## config.mk

```make
export PLATFORM = sky130hd
export DESIGN_NAME = id_stage
export DESIGN_NICKNAME = d
export VERILOG_FILES = /design/src/rtl/id_stage.sv
export SDC_FILE = /design/constraint.sdc
export NUM_CORES = 2
export LEC_CHECK = 0
export CORE_AREA = 2 2 375 377
export DETAILED_ROUTE_END_ITERATION = 8
export DIE_AREA = 0 0 377 379
export PLACE_DENSITY = 0.69
export SLEW_MARGIN = 40
export SYNTH_ARGS = -nofsm -noshare
export SYNTH_HDL_FRONTEND = slang
export SYNTH_SLANG_ARGS = --single-unit
```

## constraint.sdc

```tcl
create_clock -name clk -period 66.9 [get_ports clk]
set_input_delay 13.38 -clock clk [delete_from_list [all_inputs] [get_ports clk]]
set_output_delay 13.38 -clock clk [all_outputs]
set_load 0.02 [all_outputs]
```

## src/rtl/id_stage.sv

```systemverilog
// Instruction decode stage: field extraction, 32x32 register file with writeback
// bypass, branch resolution, and the ID/EXE pipeline register.
module id_stage (
  input  logic        clk,
  input  logic        rst,
  input  logic        stall,
  input  logic        valid_in,
  input  logic [31:0] instruction_in,
  input  logic [31:0] pc_in,
  input  logic        wb_en,
  input  logic [4:0]  wb_dest,
  input  logic [31:0] wb_value,
  output logic [3:0]  exe_cmd,
  output logic        mem_r_en,
  output logic        mem_w_en,
  output logic        wb_en_out,
  output logic [4:0]  dest,
  output logic [4:0]  src1,
  output logic [4:0]  src2,
  output logic [31:0] val1,
  output logic [31:0] val2,
  output logic [31:0] st_val,
  output logic [31:0] pc_out,
  output logic        branch_taken,
  output logic [31:0] branch_address,
  output logic        two_src
);

  localparam logic [5:0] OP_ADD  = 6'b000001;
  localparam logic [5:0] OP_SUB  = 6'b000011;
  localparam logic [5:0] OP_AND  = 6'b000101;
  localparam logic [5:0] OP_OR   = 6'b000110;
  localparam logic [5:0] OP_NOR  = 6'b000111;
  localparam logic [5:0] OP_XOR  = 6'b001000;
  localparam logic [5:0] OP_SLA  = 6'b001001;
  localparam logic [5:0] OP_SLL  = 6'b001010;
  localparam logic [5:0] OP_SRA  = 6'b001011;
  localparam logic [5:0] OP_SRL  = 6'b001100;
  localparam logic [5:0] OP_ADDI = 6'b100000;
  localparam logic [5:0] OP_SUBI = 6'b100001;
  localparam logic [5:0] OP_LD   = 6'b100100;
  localparam logic [5:0] OP_ST   = 6'b100101;
  localparam logic [5:0] OP_BEZ  = 6'b101000;
  localparam logic [5:0] OP_BNE  = 6'b101001;
  localparam logic [5:0] OP_JMP  = 6'b101010;

  localparam logic [3:0] CMD_NOP = 4'b1111;

  logic [5:0]  opcode;
  logic [4:0]  rs, rt, rd;
  logic [31:0] imm_sext;

  assign opcode   = instruction_in[31:26];
  assign rs       = instruction_in[25:21];
  assign rt       = instruction_in[20:16];
  assign rd       = instruction_in[15:11];
  assign imm_sext = {{16{instruction_in[15]}}, instruction_in[15:0]};

  logic [31:0] regs_q [32];
  logic [31:0] regs_d [32];

  // regs_d is the post-write view, so reading it gives the same-cycle bypass;
  // R0 is never written and resets to 0, so it always reads 0.
  always_comb begin
    regs_d = regs_q;
    if (wb_en && (wb_dest != 5'd0)) begin
      regs_d[wb_dest] = wb_value;
    end
  end

  always_ff @(posedge clk or posedge rst) begin
    if (rst) begin
      for (int i = 0; i < 32; i++) begin
        regs_q[i] <= '0;
      end
    end else begin
      regs_q <= regs_d;
    end
  end

  logic [31:0] rs_val, rt_val;
  assign rs_val = regs_d[rs];
  assign rt_val = regs_d[rt];

  logic [3:0]  dec_cmd;
  logic        dec_mem_r, dec_mem_w, dec_wb;
  logic [4:0]  dec_dest, dec_src1, dec_src2;
  logic [31:0] dec_val1, dec_val2, dec_st_val;
  logic        dec_two_src, is_bez, is_bne, is_jmp;

  always_comb begin
    dec_cmd     = CMD_NOP;
    dec_mem_r   = 1'b0;
    dec_mem_w   = 1'b0;
    dec_wb      = 1'b0;
    dec_dest    = '0;
    dec_src1    = '0;
    dec_src2    = '0;
    dec_val1    = '0;
    dec_val2    = '0;
    dec_st_val  = '0;
    dec_two_src = 1'b0;
    is_bez      = 1'b0;
    is_bne      = 1'b0;
    is_jmp      = 1'b0;
    unique case (opcode)
      OP_ADD, OP_SUB, OP_AND, OP_OR, OP_NOR, OP_XOR,
      OP_SLA, OP_SLL, OP_SRA, OP_SRL: begin
        dec_wb      = 1'b1;
        dec_dest    = rd;
        dec_src1    = rs;
        dec_src2    = rt;
        dec_val1    = rs_val;
        dec_val2    = rt_val;
        dec_two_src = 1'b1;
      end
      OP_ADDI, OP_SUBI, OP_LD: begin
        dec_wb    = 1'b1;
        dec_dest  = rt;
        dec_src1  = rs;
        dec_val1  = rs_val;
        dec_val2  = imm_sext;
        dec_mem_r = (opcode == OP_LD);
      end
      OP_ST: begin
        dec_mem_w   = 1'b1;
        dec_src1    = rs;
        dec_src2    = rt;
        dec_val1    = rs_val;
        dec_val2    = imm_sext;
        dec_st_val  = rt_val;
        dec_two_src = 1'b1;
      end
      OP_BEZ: begin
        dec_src1 = rs;
        is_bez   = 1'b1;
      end
      OP_BNE: begin
        dec_src1    = rs;
        dec_src2    = rt;
        dec_two_src = 1'b1;
        is_bne      = 1'b1;
      end
      OP_JMP:  is_jmp = 1'b1;
      default: ;
    endcase

    unique case (opcode)
      OP_ADD, OP_ADDI, OP_LD, OP_ST: dec_cmd = 4'b0000;
      OP_SUB, OP_SUBI:               dec_cmd = 4'b0010;
      OP_AND:                        dec_cmd = 4'b0100;
      OP_OR:                         dec_cmd = 4'b0101;
      OP_NOR:                        dec_cmd = 4'b0110;
      OP_XOR:                        dec_cmd = 4'b0111;
      OP_SLA, OP_SLL:                dec_cmd = 4'b1000;
      OP_SRA:                        dec_cmd = 4'b1001;
      OP_SRL:                        dec_cmd = 4'b1010;
      default:                       dec_cmd = CMD_NOP;
    endcase
  end

  assign two_src        = dec_two_src;
  assign branch_address = pc_in + 32'd4 + {imm_sext[29:0], 2'b00};
  assign branch_taken   = !rst && valid_in && !stall &&
                          ((is_bez && (rs_val == 32'd0)) ||
                           (is_bne && (rs_val != rt_val)) ||
                           is_jmp);

  logic [3:0]  exe_cmd_q, exe_cmd_d;
  logic        mem_r_en_q, mem_r_en_d, mem_w_en_q, mem_w_en_d, wb_en_out_q, wb_en_out_d;
  logic [4:0]  dest_q, dest_d, src1_q, src1_d, src2_q, src2_d;
  logic [31:0] val1_q, val1_d, val2_q, val2_d, st_val_q, st_val_d, pc_out_q, pc_out_d;

  // Anything not issuing this cycle becomes a bubble.
  always_comb begin
    exe_cmd_d   = CMD_NOP;
    mem_r_en_d  = 1'b0;
    mem_w_en_d  = 1'b0;
    wb_en_out_d = 1'b0;
    dest_d      = '0;
    src1_d      = '0;
    src2_d      = '0;
    val1_d      = '0;
    val2_d      = '0;
    st_val_d    = '0;
    pc_out_d    = '0;
    if (valid_in && !stall) begin
      exe_cmd_d   = dec_cmd;
      mem_r_en_d  = dec_mem_r;
      mem_w_en_d  = dec_mem_w;
      wb_en_out_d = dec_wb;
      dest_d      = dec_dest;
      src1_d      = dec_src1;
      src2_d      = dec_src2;
      val1_d      = dec_val1;
      val2_d      = dec_val2;
      st_val_d    = dec_st_val;
      pc_out_d    = pc_in;
    end
  end

  always_ff @(posedge clk or posedge rst) begin
    if (rst) begin
      exe_cmd_q   <= CMD_NOP;
      mem_r_en_q  <= 1'b0;
      mem_w_en_q  <= 1'b0;
      wb_en_out_q <= 1'b0;
      dest_q      <= '0;
      src1_q      <= '0;
      src2_q      <= '0;
      val1_q      <= '0;
      val2_q      <= '0;
      st_val_q    <= '0;
      pc_out_q    <= '0;
    end else begin
      exe_cmd_q   <= exe_cmd_d;
      mem_r_en_q  <= mem_r_en_d;
      mem_w_en_q  <= mem_w_en_d;
      wb_en_out_q <= wb_en_out_d;
      dest_q      <= dest_d;
      src1_q      <= src1_d;
      src2_q      <= src2_d;
      val1_q      <= val1_d;
      val2_q      <= val2_d;
      st_val_q    <= st_val_d;
      pc_out_q    <= pc_out_d;
    end
  end

  assign exe_cmd   = exe_cmd_q;
  assign mem_r_en  = mem_r_en_q;
  assign mem_w_en  = mem_w_en_q;
  assign wb_en_out = wb_en_out_q;
  assign dest      = dest_q;
  assign src1      = src1_q;
  assign src2      = src2_q;
  assign val1      = val1_q;
  assign val2      = val2_q;
  assign st_val    = st_val_q;
  assign pc_out    = pc_out_q;

endmodule
```

* Word level (Yosys, flattened, before mapping)
Memories as Yosys holds them, arrays and structs flattened.
Cells that the tools add are included.
Widths: inputs -> output; s select.
** Storage, ports and cells
- Register bits :: 1174
- Bits in read-only memories :: 256
- Input bits :: 106
- Output and inout bits :: 184
- Word-level logic and storage cells :: 126
- Memories :: 1
** Cells by class
- Add/subtract/negate cells :: 2
- Magnitude comparators :: 4
- Equal/unequal tests :: 18
- Multiplexer cells :: 34
- Bitwise logic cells :: 3
- Reduce and logical (&&, ||, !) cells :: 21
** Memory list
- (no name shown) :: depth 64, bits a word 4, read ports 1, clocked after Yosys merged registers in 0, wr ports 0, line 148 : unique case (opcode)
** Operators with widths (number)
- $bwmux 1024 :: 1
- $mux 1024 :: 1
- $mux 32 :: 11
- $bmux 32 s5 :: 2
- $demux 32 s5 :: 1
- $pmux 32 s2 :: 1
- $eq 6x6->1 const B :: 7
- $add 32x3->32 const B :: 1
- $add 32x32->32 :: 1
- $logic_not 32->1 :: 1
- $ne 32x32->1 :: 1
- $eq 6x4->1 const B :: 5
- $mux 5 :: 5
- $eq 6x3->1 const B :: 3
- $ge 6x6->1 const B :: 3
- $not 5->6 :: 3
- $reduce_or 16->1 :: 1
- $reduce_or 14->1 :: 1
- $reduce_or 13->1 :: 1
- $reduce_or 12->1 :: 1
- $mux 1 :: 10
- $pmux 5 s2 :: 1
- $reduce_or 10->1 :: 1
- $logic_and 1x1->1 :: 8
- other kinds (9) :: 11

* Logic depth before layout (Yosys ltp)
- Depth after elaboration :: 15
- Gate-level depth with buffers :: 17

* Worst setup path before layout
OpenSTA, ideal clock, no wires.
- Path kind :: in2out
- Start point :: input port wb_dest[2]
- End point :: output port branch_taken
- Arrival :: 16.903 ns
- Path slack :: 36.617 ns
- Stages :: 15
- Buffers on the path :: 3
- Cell sequence :: buf_4 nand4b_2 nor2_2 buf_4 buf_4 mux2_2 o22ai_1 nor3_1 o311ai_1 o311ai_0 nor4_1 nand3_1 nor4_2 nor4_1 nor4_1
** RTL lines
- start: declaration :: line 11 : input logic [4:0] wb_dest,
- end: declaration :: line 24 : output logic branch_taken,

* Worst setup path after layout
- Start point :: input port wb_dest[2]
- End point :: output port branch_taken
** Between the ends
- Cells in the longest elaborated chain, start to end :: 15
- Elaborated cells on any way between the ends :: 23
- Those cells by class :: order compare (2); eq/ne (1); mux (10); bitwise (1); reduce/logical (9)
** RTL lines
- $not 5->6 (implied by the code) :: line 67 : regs_d[wb_dest] = wb_value;
- $ge 6x6->1 (implied by the code) / $lt 6x1->1 (equally long branches) :: line 67
- $logic_and 1x1->1 (implied by the code) :: line 67
- $mux 32 (implied by the code) :: line 67
- $demux 32 s5 :: line 67
- $bwmux 1024 :: line 67
- $mux 1024 * :: line 66 : if (wb_en && (wb_dest != 5'd0)) begin
- $bmux 32 s5, on equally long branches :: line 82, 83
- $mux 32, on equally long branches (2 in a row) :: line 82, 83
- $ne 32x32->1 / $logic_not 32->1 (equally long branches) :: line 166, 165
- $logic_and 1x1->1, on equally long branches :: line 166, 165
- $logic_or 1x1->1 * :: line 165 : ((is_bez && (rs_val == 32'd0)) ||
- $logic_or 1x1->1 * :: line 166 : (is_bne && (rs_val != rt_val)) ||
- $logic_and 1x1->1 * :: line 164 : assign branch_taken = !rst && valid_in && !stall &&
Mark *: on every way between the ends. The rest lies on a longest branch, timed or not. The select of a mux whose other input is x is not followed.

==> results.sh <==
export IMPL_hold_path_class="register to register"
export IMPL_crit_required_ps=53520
export IMPL_max_freq_mhz=29.60
export IMPL_drtPass1Iterations=9
export IMPL_worstPathCellList="clkdlybuf4s50_1 -> nand4_1 -> nor2_4 -> buf_4 -> mux2i_1 -> o32a_1 -> a21oi_1 -> a31oi_1 -> nand4_1 -> nor4_1 -> nand4_1 -> nor4_2 -> nor4_1 -> nor4_2 -> clkdlybuf4s50_1"
export IMPL_period_share_pct=50.49
export IMPL_cellPowerDensity_mw_per_mm2=29.77
export IMPL_finalSetupTns_ps=0
export IMPL_die_h_um=379
export IMPL_fin_skew_ps=39.95
export IMPL_viasPerCell=7.119
export IMPL_outcome="finished, violations left"
export IMPL_cts_setup_buffers=0
export IMPL_clk_latency_ps=830
export IMPL_relSlewSlack_pct=31.37
export IMPL_fp_row_count=137
export IMPL_r2r_cells=7
export IMPL_ctsResizeCount=0
export IMPL_grt_overflow_total=0
export IMPL_synth_cell_types=102
export IMPL_place_hpwl_um=203900
export IMPL_cp_slowest_stage_delay_ps=820
export IMPL_cts_buffers=134
export IMPL_worstMarginPinSlew_ps=1026
export IMPL_path_clk_slew_ps=60
export IMPL_port_buffers=289
export IMPL_multiInputGateArea_mm2=0.02856
export IMPL_die_area_mm2=0.1429
export IMPL_min_period_ps=33780
export IMPL_slew_viol_final=0
export IMPL_failed_checks="design-rule violations"
export IMPL_area_growth_pct=16.01
export IMPL_drive_gt1_share_pct=17.01
export IMPL_synth_seq_cells=1174
export IMPL_nFillCells=12430
export IMPL_crit_fanout=26
export IMPL_start_util_pct=44.63
export IMPL_setup_viol=0
export IMPL_final_cell_mix="dfrtp_1, mux2i_1, inv_1, mux2_2, nand2_1"
export IMPL_gp_congestion=1.091
export IMPL_irDropWorstVdd_uv=19.77
export IMPL_vias=56870
export IMPL_ff2ff_setup_slack_ps=63980
export IMPL_path_class="input port to output pin"
export IMPL_leakage_uw=0.03652
export IMPL_ant_nets=0
export IMPL_synth_warnings=0
export IMPL_dpl_cell_area_mm2=0.06725
export IMPL_synthCells=5884
export IMPL_synth_top_cell_by_area="dfrtp_1"
export IMPL_ys_seq_area_share_pct=47.42
export IMPL_wl_per_cell_um=39.21
export IMPL_core_area_mm2=0.1388
export IMPL_cts_tree="built"
export IMPL_worstSetupEndpointType="output pin"
export IMPL_grt_max_degree=133
export IMPL_arrival_ps=20400
export IMPL_drc=1
export IMPL_final_cell_area_mm2=0.07189
export IMPL_synthFlopType="dfrtp_1"
export IMPL_antenna_found_initial=37
export IMPL_netlist_area_leader_share_pct=47.25
export IMPL_synthArstFlopShare_pct=100.0
export IMPL_synth_area_mm2=0.06196
export IMPL_final_common_cell="dfrtp_1"
export IMPL_grt_pass1_vias=53900
export IMPL_drt_iter0_drc=10390
export IMPL_hold_depth=0
export IMPL_routed_wl_um=313200
export IMPL_finalHoldViolCount=0
export IMPL_cts_root_buffer="clkbuf_16"
export IMPL_clock_path_buffers=3
export IMPL_synth_avg_cell_area_um2=10.53
export IMPL_clock_sinks=1174
export IMPL_crit_family="simple AND/OR/NAND/NOR gates"
export IMPL_grt_pass1_wl_um=428600
export IMPL_cp_num_buf_inv=3
export IMPL_cts_hold_buffers_added=0
export IMPL_cp_num_cells=15
export IMPL_grtUsageTotal_pct=43.06
export IMPL_num_nets_final=6209
export IMPL_ios=290
export IMPL_rsz0062_at_grt="no"
export IMPL_synth_nets=6054
export IMPL_critPathSlowestCell="clkdlybuf4s50_1"
export IMPL_p_total_uw=2140
export IMPL_synth_enable_flop_cells=0
export IMPL_synth_area_top_cells="dfrtp_1, mux2i_1, mux2_2"
export IMPL_seqCellArea_mm2=0.02938
export IMPL_cpMostUsedCell="nand4_1"
export IMPL_critPathLaunchType="input port"
export IMPL_max_cap_violations=0
export IMPL_htree_levels=4
export IMPL_die_x_um=377
synthesized netlist by cell type (all sizes together) (21+ instances only):
| cell type | count |
|---|---|
| nand2 | 355 |
| a211oi | 47 |
| a22oi | 198 |
| o22ai | 239 |
| clkbuf | 322 |
| a21oi | 152 |
| nand3 | 110 |
| buf | 183 |
| xnor2 | 27 |
| nor2 | 267 |
| o21ai | 178 |
| nor3 | 62 |
| xor2 | 35 |
| nor2b | 39 |
| mux2i | 638 |
| and2 | 75 |
| nand4 | 37 |
| mux2 | 359 |
| nor4 | 23 |
| a311oi | 21 |
| mux4 | 83 |
| a2111oi | 27 |
| o221ai | 28 |
| a31oi | 37 |
| inv | 614 |
| a221oi | 83 |
| ha | 63 |
| o211ai | 50 |
| dfrtp | 1170 |
| a22o | 77 |
flip-flops by register name, summed over array words and instances, names as in the netlist:
register / cells
wb_en_out: 1
val1: 32
st_val: 32
val2: 32
mem_r_en: 1
exe_cmd: 4
regs_q: 1024
src1: 5
dest: 5
mem_w_en: 1
src2: 5
pc_out: 32
cell families (layout without fill, tap and decap cells):
| family | count (synthesis) | count (layout) | synth area share [%] |
|---|---|---|---|
| muxes | 1080 | 1080 | 19.88 |
| DFF | 1174 | 1174 | 47.42 |
| and+or+nand+nor | 1061 | 1061 | 8.188 |
| xor gates and xnor gates | 62 | 62 | 0.8763 |
| buffers and inverters | 1122 | 1377 | 7.316 |
| AOI/OAI and AO/OA | 1321 | 1321 | 15.01 |
| other | 0 | 42 | 0 |
| adders and majority gates | 64 | 64 | 1.304 |
final cells by class:
cell class                 count  share of cell area, %
sequential                  1174                  40.88
multi-input combinational   3588                  39.74
timing repair buffer         524                  6.785
clock buffer                 202                  5.401
inverter                     617                  3.250
tap                         1807                  3.145
clock inverter                34                 0.6632
antenna                       42                 0.1462
stage by stage:
stage | std cells | utilization [%] | hold WS (ps) | setup WS [ps]
floorplan | 5884 | - | 429.0 | 20460
global placement | 7691 | 48.14 | 366.1 | 32580
detailed placement | 7703 | 48.43 | 368.3 | 33340
CTS | 7939 | 51.57 | 380.6 | 33290
global route | 7956 | 51.72 | 405.1 | 33050
finish | 7988 | 51.77 | 376.9 | 33120
per-layer routing:
layer / vias up / wire [um] / global-route usage, %
li1: 21470 / - / -
met1: 27980 / 107600 / 50.86
met2: 5671 / 122200 / 57.88
met3: 1718 / 52220 / 22.97
met4: 36 / 30720 / 33.54
met5: - / 496 / 1.544
report_power, final:
part	switching (uW)	leakage, uW	internal [uW]
Sequential	33.7	0.0152	827
Clock	326	0.00212	427
Combinational	348	0.0192	179
Total	707	0.0365	1430
final timing paths:
check | start | end
min reg2reg | regs_q[1004] | regs_q[1004]
min in group asynchronous | rst | st_val[18]
max in group asynchronous | rst | regs_q[312]
max reg2reg | regs_q[230] | val2[6]
min | regs_q[1004] | regs_q[1004]
max | wb_dest[2] | branch_taken
Note: power is estimated with default switching activity, not from simulation.
